`src/rtl/adder_share_sched_if.sv`:
```
// ---------------------------------------------------------------------------
// adder_share_sched_if
//   Bundle between the decision-tree node evaluators, the shared-adder
//   scheduler and the single shared adder instance.
//
//   Signals:
//     enable     : grant enable (1 = new grants allowed)
//     req_valid  : per-requester operand offer
//     req_a/b    : flattened signed operands, requester i at [i*IN_WIDTH +: IN_WIDTH]
//     req_ready  : per-requester grant (one-hot or zero)
//     add_a/b    : operands to the shared adder
//     add_y      : shared adder result (IN_WIDTH+1 bits)
//     rsp_valid  : per-requester response strobe (one-hot or zero)
//     rsp_y      : signed sum returned to the owner flagged in rsp_valid
//     busy       : at least one grant in flight
//
//   Modports:
//     slave  : the scheduler
//     master : requesters plus shared adder (the environment)
// ---------------------------------------------------------------------------
interface adder_share_sched_if #(
  parameter int IN_WIDTH = 11,
  parameter int N_REQ    = 4
);
  logic                      enable;
  logic [N_REQ-1:0]          req_valid;
  logic [N_REQ*IN_WIDTH-1:0] req_a;
  logic [N_REQ*IN_WIDTH-1:0] req_b;
  logic [N_REQ-1:0]          req_ready;
  logic [IN_WIDTH-1:0]       add_a;
  logic [IN_WIDTH-1:0]       add_b;
  logic [IN_WIDTH:0]         add_y;
  logic [N_REQ-1:0]          rsp_valid;
  logic [IN_WIDTH:0]         rsp_y;
  logic                      busy;

  modport slave (
    input  enable, req_valid, req_a, req_b, add_y,
    output req_ready, add_a, add_b, rsp_valid, rsp_y, busy
  );

  modport master (
    output enable, req_valid, req_a, req_b, add_y,
    input  req_ready, add_a, add_b, rsp_valid, rsp_y, busy
  );
endinterface

```
`src/rtl/adder_share_sched.sv`:
```
// ---------------------------------------------------------------------------
// adder_share_sched
//   Round-robin scheduler time-multiplexing one registered signed adder
//   among N_REQ requesters. At most one operand pair is granted per cycle;
//   the granted pair is steered onto the adder ports combinationally so the
//   adder captures it on the grant edge. A tag pipeline of depth ADD_LAT
//   follows each grant through the adder and steers add_y back to the
//   requester that issued it.
//
//   Ports:
//     clk   : clock
//     reset : synchronous, active-high reset (also resets the shared adder)
//     bus   : adder_share_sched_if.slave (handshake, adder and response bus)
//
//   Parameters:
//     IN_WIDTH : signed operand width (sum is IN_WIDTH+1 bits)
//     N_REQ    : number of requesters, 2..16
//     ADD_LAT  : shared adder latency in cycles, 1..4
// ---------------------------------------------------------------------------
module adder_share_sched #(
  parameter int IN_WIDTH = 11,
  parameter int N_REQ    = 4,
  parameter int ADD_LAT  = 1
) (
  input  logic               clk,
  input  logic               reset,
  adder_share_sched_if.slave bus
);

  localparam int IDX_W = (N_REQ > 1) ? $clog2(N_REQ) : 1;

  typedef struct packed {
    logic             valid;
    logic [IDX_W-1:0] idx;
  } tag_t;

  logic [IDX_W-1:0] last;        // most recently granted requester
  logic             grant;
  logic [IDX_W-1:0] grant_idx;
  logic [IDX_W-1:0] cand;
  tag_t             tag_q [ADD_LAT];
  logic [ADD_LAT-1:0] stage_valid;

  // Round-robin search starting just after the last grant, wrapping modulo
  // N_REQ; the first valid requester wins.
  always_comb begin
    // NOTE: every always_comb output gets a default before any conditional
    // assignment so no path leaves it unassigned (which would infer a latch).
    grant     = 1'b0;
    grant_idx = last;
    cand      = last;
    for (int k = 1; k <= N_REQ; k++) begin
      cand = IDX_W'((int'(last) + k) % N_REQ);
      if (!grant && bus.req_valid[cand]) begin
        grant     = 1'b1;
        grant_idx = cand;
      end
    end
    if (reset || !bus.enable) begin
      grant = 1'b0;
    end
  end

  // Grant vector and operand mux; idle ports sit at zero.
  always_comb begin
    bus.req_ready = '0;
    bus.add_a     = '0;
    bus.add_b     = '0;
    if (grant) begin
      bus.req_ready[grant_idx] = 1'b1;
      bus.add_a = bus.req_a[grant_idx*IN_WIDTH +: IN_WIDTH];
      bus.add_b = bus.req_b[grant_idx*IN_WIDTH +: IN_WIDTH];
    end
  end

  // Arbitration pointer and tag pipeline. Stage 0 loads on every edge, so a
  // bubble (valid=0) follows a no-grant cycle through the adder latency.
  always_ff @(posedge clk) begin
    // NOTE: sequential state uses non-blocking assignments so every stage
    // samples the pre-edge value of its predecessor.
    if (reset) begin
      last <= IDX_W'(N_REQ - 1);
      // NOTE: the tag array is reset because its valid bits gate rsp_valid;
      // stale tags must never surface after reset.
      for (int i = 0; i < ADD_LAT; i++) begin
        tag_q[i] <= '0;
      end
    end else begin
      if (grant) begin
        last <= grant_idx;
      end
      tag_q[0] <= '{valid: grant, idx: grant_idx};
      for (int i = 1; i < ADD_LAT; i++) begin
        tag_q[i] <= tag_q[i-1];
      end
    end
  end

  for (genvar g = 0; g < ADD_LAT; g++) begin : g_stage_valid
    assign stage_valid[g] = tag_q[g].valid;
  end

  assign bus.busy = |stage_valid;

  // Response steering: the tag leaving the last stage lines up with add_y.
  always_comb begin
    bus.rsp_valid = '0;
    if (tag_q[ADD_LAT-1].valid) begin
      bus.rsp_valid[tag_q[ADD_LAT-1].idx] = 1'b1;
    end
  end

  assign bus.rsp_y = bus.add_y;

endmodule

```
`src/flat_wrapper.sv`:
```
// flat-port wrapper written by rule: the top's interface ports become plain ports
module adder_share_sched_flat 
#(
  parameter int IN_WIDTH = 11,
  parameter int N_REQ    = 4,
  parameter int ADD_LAT  = 1
)
  (clk, reset, bus_enable, bus_req_valid, bus_req_a, bus_req_b, bus_add_y, bus_req_ready, bus_add_a, bus_add_b, bus_rsp_valid, bus_rsp_y, bus_busy);
  adder_share_sched_if #(.IN_WIDTH(IN_WIDTH), .N_REQ(N_REQ)) bus_i ();
  input  logic clk;
  input  logic reset;
  input wire logic [$bits(bus_i.enable)-1:0] bus_enable;
  input wire logic [$bits(bus_i.req_valid)-1:0] bus_req_valid;
  input wire logic [$bits(bus_i.req_a)-1:0] bus_req_a;
  input wire logic [$bits(bus_i.req_b)-1:0] bus_req_b;
  input wire logic [$bits(bus_i.add_y)-1:0] bus_add_y;
  output wire logic [$bits(bus_i.req_ready)-1:0] bus_req_ready;
  output wire logic [$bits(bus_i.add_a)-1:0] bus_add_a;
  output wire logic [$bits(bus_i.add_b)-1:0] bus_add_b;
  output wire logic [$bits(bus_i.rsp_valid)-1:0] bus_rsp_valid;
  output wire logic [$bits(bus_i.rsp_y)-1:0] bus_rsp_y;
  output wire logic [$bits(bus_i.busy)-1:0] bus_busy;
  assign bus_i.enable = bus_enable;
  assign bus_i.req_valid = bus_req_valid;
  assign bus_i.req_a = bus_req_a;
  assign bus_i.req_b = bus_req_b;
  assign bus_i.add_y = bus_add_y;
  assign bus_req_ready = bus_i.req_ready;
  assign bus_add_a = bus_i.add_a;
  assign bus_add_b = bus_i.add_b;
  assign bus_rsp_valid = bus_i.rsp_valid;
  assign bus_rsp_y = bus_i.rsp_y;
  assign bus_busy = bus_i.busy;
  adder_share_sched #(.IN_WIDTH(IN_WIDTH), .N_REQ(N_REQ), .ADD_LAT(ADD_LAT)) u_core (.clk(clk), .reset(reset), .bus(bus_i));
endmodule
```
`config.mk`:
```
export PLATFORM = sky130hd
export DESIGN_NAME = adder_share_sched_flat
export DESIGN_NICKNAME = d
export VERILOG_FILES = /design/src/rtl/adder_share_sched_if.sv /design/src/rtl/adder_share_sched.sv /design/src/flat_wrapper.sv
export SDC_FILE = /design/constraint.sdc
export NUM_CORES = 1
export LEC_CHECK = 0
export ABC_AREA = 1
export BUFFER_PORTS_ARGS = -buffer_cell sky130_fd_sc_hd__buf_2
export CAP_MARGIN = 10
export CORE_MARGIN = 2
export CORE_UTILIZATION = 35
export CTS_CLUSTER_SIZE = 12
export DETAILED_ROUTE_END_ITERATION = 6
export PLACE_DENSITY = 0.78
export SKIP_LAST_GASP = 1
export SYNTH_ARGS = -nofsm -noshare
export SYNTH_HDL_FRONTEND = slang
export SYNTH_SLANG_ARGS = --single-unit
```
`constraint.sdc`:
```
create_clock -name clk -period 1.63 [get_ports clk]
set_clock_uncertainty 0.1 [all_clocks]
set_input_delay 0.163 -clock clk [delete_from_list [all_inputs] [get_ports clk]]
set_output_delay 0.163 -clock clk [all_outputs]
set_load 0.05 [all_outputs]
```
==> metrics.csv <==
stage,metric,value,unit
status,status,"complete, but fails checks",
status,failing checks,negative setup slack,
synthesis,syn_area_per_cell,4.94,um2
placed_design,Setup WS pre-CTS,-0.651,ns
global_routing,vias in the first global route,2478,
sta,worst-margin pin slew,0.326,ns
setup_path,CP Depth,14,
routing,Final ANT Viol Nets,0,
cells_and_area,antenna fix cells,0,
sta,final worst slack,-0.838,ns
setup_path,Arrival @ worst endpoint,2.21,ns
setup_path,reg2reg path depth,14,
placed_design,DP Area,2800,um2
routing,Avg WL per Cell,14.6,um
cells_and_area,final core utilization,76.9,%
routing,first drt pass iteration count,4,
clock_tree,clk buf depth,2,
routing,DR vias/cell,5.09,
cells_and_area,layout cells sized above 1,66.1,%
placed_design,dpl hpwl,4.94,mm
cells_and_area,"Design Area, Final",3610,um2
clock_tree,clock latency on the worst-skew pair,0.23,ns
setup_path,worst setup path endpoint,bus_add_a[9],
setup_path,Crit. Startpoint,u_core.last[0],
setup_path,CP bufs+invs,4,
placed_design,PortBufs,125,
synthesis,Syn Nets,448,
global_routing,initial antenna violation count,0,
clock_tree,register clock-pin slew on the reported worst setup and hold paths,0.04,ns
setup_path,worst path cell trace,buf_12 > nand2_1 > nand2_4 > nand2_4 > nand2_8 > nor2_8 > nand3_4 > nand2_8 > inv_8 > buf_4 > nor2_2 > nor2_2 > nor2_4 > buf_8,
floorplan,die height,73.3,um
floorplan,Initial Utilization,35.9,%
setup_path,crit start category,register,
clock_tree,number of buffers created by CTS,3,
synthesis,Yosys cell types,23,
cells_and_area,non-filler instance count after layout,541,
routing,initial DRC count,241,
sta,final hold viol count,0,
setup_path,RR Startpoint,u_core.last[0],
placed_design,dpl cells,526,
job,maxcap violations,0,
floorplan,Die Footprint,5380,um2
setup_path,CP max stage cell,dfxtp_4,
sta,Fmax,0.405,GHz
clock_tree,Num Clock Sinks,5,
global_routing,Total GRT Usage,24.5,%
synthesis,Syn Inst Count,341,
cells_and_area,Nets,595,
placed_design,gpl congestion,0.883,
sta,RSZ-0062 raised after global routing,yes,
synthesis,sequential fraction of the synthesis area,5.95,%
sta,setup TNS,-21.36,ns
routing,final WL,7.89,mm
setup_path,R2R Setup Slk,-0.41,ns
clock_tree,Clock Root Buffer,clkbuf_8,
synthesis,"Cell Area, Synth",1680,um2
routing,DRC Markers,0,
global_routing,largest net degree at the start of global routing,22,
power_and_ir_drop,peak supply drop,0.794,mV
cells_and_area,synth-to-layout area growth,114,%
setup_path,CP required,1.37,ns
global_routing,global-route wire length before repair,10.7,mm
power_and_ir_drop,Static Leakage,1.85,nW
routing,routed via count,2756,
sta,Slew HR,78.2,%
clock_tree,H-tree depth,1,
setup_path,CP max stage delay,0.35,ns
sta,worst hold slack,0.119,ns
sta,fin crit share,151,%
floorplan,core footprint,4690,um2
min_path,worst min path class,in2reg,
synthesis,Seq cells post-synth,5,
global_routing,gr ovfl total,0,
sta,# setup viols final,31,
floorplan,I/O pin cnt,150,
setup_path,RR Endpoint,u_core.last[0],
synthesis,Yosys Warn Count,0,
min_path,Worst Hold Launch,reset,
sta,max-slew violations,0,
floorplan,chip width,73.3,um
floorplan,row count,25,
setup_path,Setup Crit Path Kind,reg2out,
power_and_ir_drop,PnR Total Power,5.08,mW
sta,fin crit period,2.47,ns
setup_path,Crit path max-delay family,simple AND/OR/NAND/NOR gates,
clock_tree,CTS tree,yes,
power_and_ir_drop,Power Density,1410,nW/um2
setup_path,crit path max fanout,7,
setup_path,CP endpoint kind,output pin,
where the power goes:
group	internal, mW	total [mW]	switching, mW	leakage (nW)
Combinational	1.92	4.64	2.72	1.78
Clock	0.169	0.247	0.0774	0.0228
Sequential	0.151	0.193	0.0423	0.0420
layout by cell type, fill, tap and decap left out, types with 3 or more instances in the layout:
master and n:
dfxtp_1 3, nand2_8 4, inv_1 29, nor3_4 4, nor2_1 3, nand2_2 30
nand2_1 62, nor2_2 41, buf_4 23, buf_2 99, nand3_4 3, nand2_4 14
buf_12 5, nand3_1 62, clkbuf_16 3, nor2_4 29, buf_6 27, nand3_2 10
buf_8 15, clkbuf_8 3
worst min-delay path by stage:
stage / end / depth (start not counted)
detailed placement: bus_rsp_y[2] / 0
CTS: u_core.last[1] / 3
global route: u_core.last[1] / 3
global placement: bus_rsp_y[2] / 0
floorplan: u_core.tag_q[0][0] / 1
finish: u_core.last[1] / 3
final cells by class:
type / instances / area, um2
fill: 318 / 1090
timing repair inverter: 1 / 8.76
sequential: 5 / 108
clock buffer: 4 / 45.0
multi-input combinational: 270 / 1850
inverter: 35 / 156
timing repair buffer: 172 / 1370
tap: 54 / 67.6
state kept, by name, summed over array words and instances (netlist names):
name,flops
u_core.tag_q,3
u_core.last,2
layer usage:
metal / part of all wire (%) / global-route usage [%] / vias to the layer above / routed length [um]
li1: - / - / 1349 / -
met1: 38 / 30.4 / 1233 / 3030
met2: 52 / 44.5 / 144 / 4080
met3: 6.9 / 2.47 / 30 / 546
met4: 3.0 / 7.07 / 0 / 233
met5: 0 / 0 / - / 0
synth_stat cells, drive strengths merged:
cell type	instances	share of area [%]
o211ai	1	0.45
o21ai	2	0.59
dfxtp	5	5.9
nor2	74	20
a21oi	2	0.59
inv	35	8.0
nand2	110	26
nand4	2	0.74
nor3	4	1.2
buf	31	12
nand3	75	23
logic make-up (layout without fill, tap and decap cells):
family | after synthesis | after routing | share of synthesized area [%]
buffers and inverters | 66 | 212 | 20.2
flip-flops | 5 | 5 | 5.95
AND/OR/NAND/NOR | 265 | 265 | 72.2
AO/OA/AOI/OAI | 5 | 5 | 1.64
worst reg2reg max path, stage by stage, from the launching register on:
cell	delay [ns]
dfxtp_4	0.35
buf_12	0.15
nand2_1	0.12
nand2_4	0.08
nand2_4	0.10
nand2_8	0.09
inv_4	0.06
nand3_4	0.10
nand2_8	0.14
nand2_8	0.10
buf_4	0.17
nor2_4	0.10
nand2_2	0.09
buf_4	0.13
o211ai_1	0.08
what timing repair did:
| action | 4_1_cts | 5_1_grt |
|---|---|---|
| hold buffers | 0 | 0 |
| gates cloned | 1 | 5 |
| gates resized for setup | 120 | 61 |
| pin swaps | 15 | 24 |
| setup buffers | 3 | 2 |
| endpoints found under the setup margin | 31 | 31 |
Power figures use the tool's default switching activity.
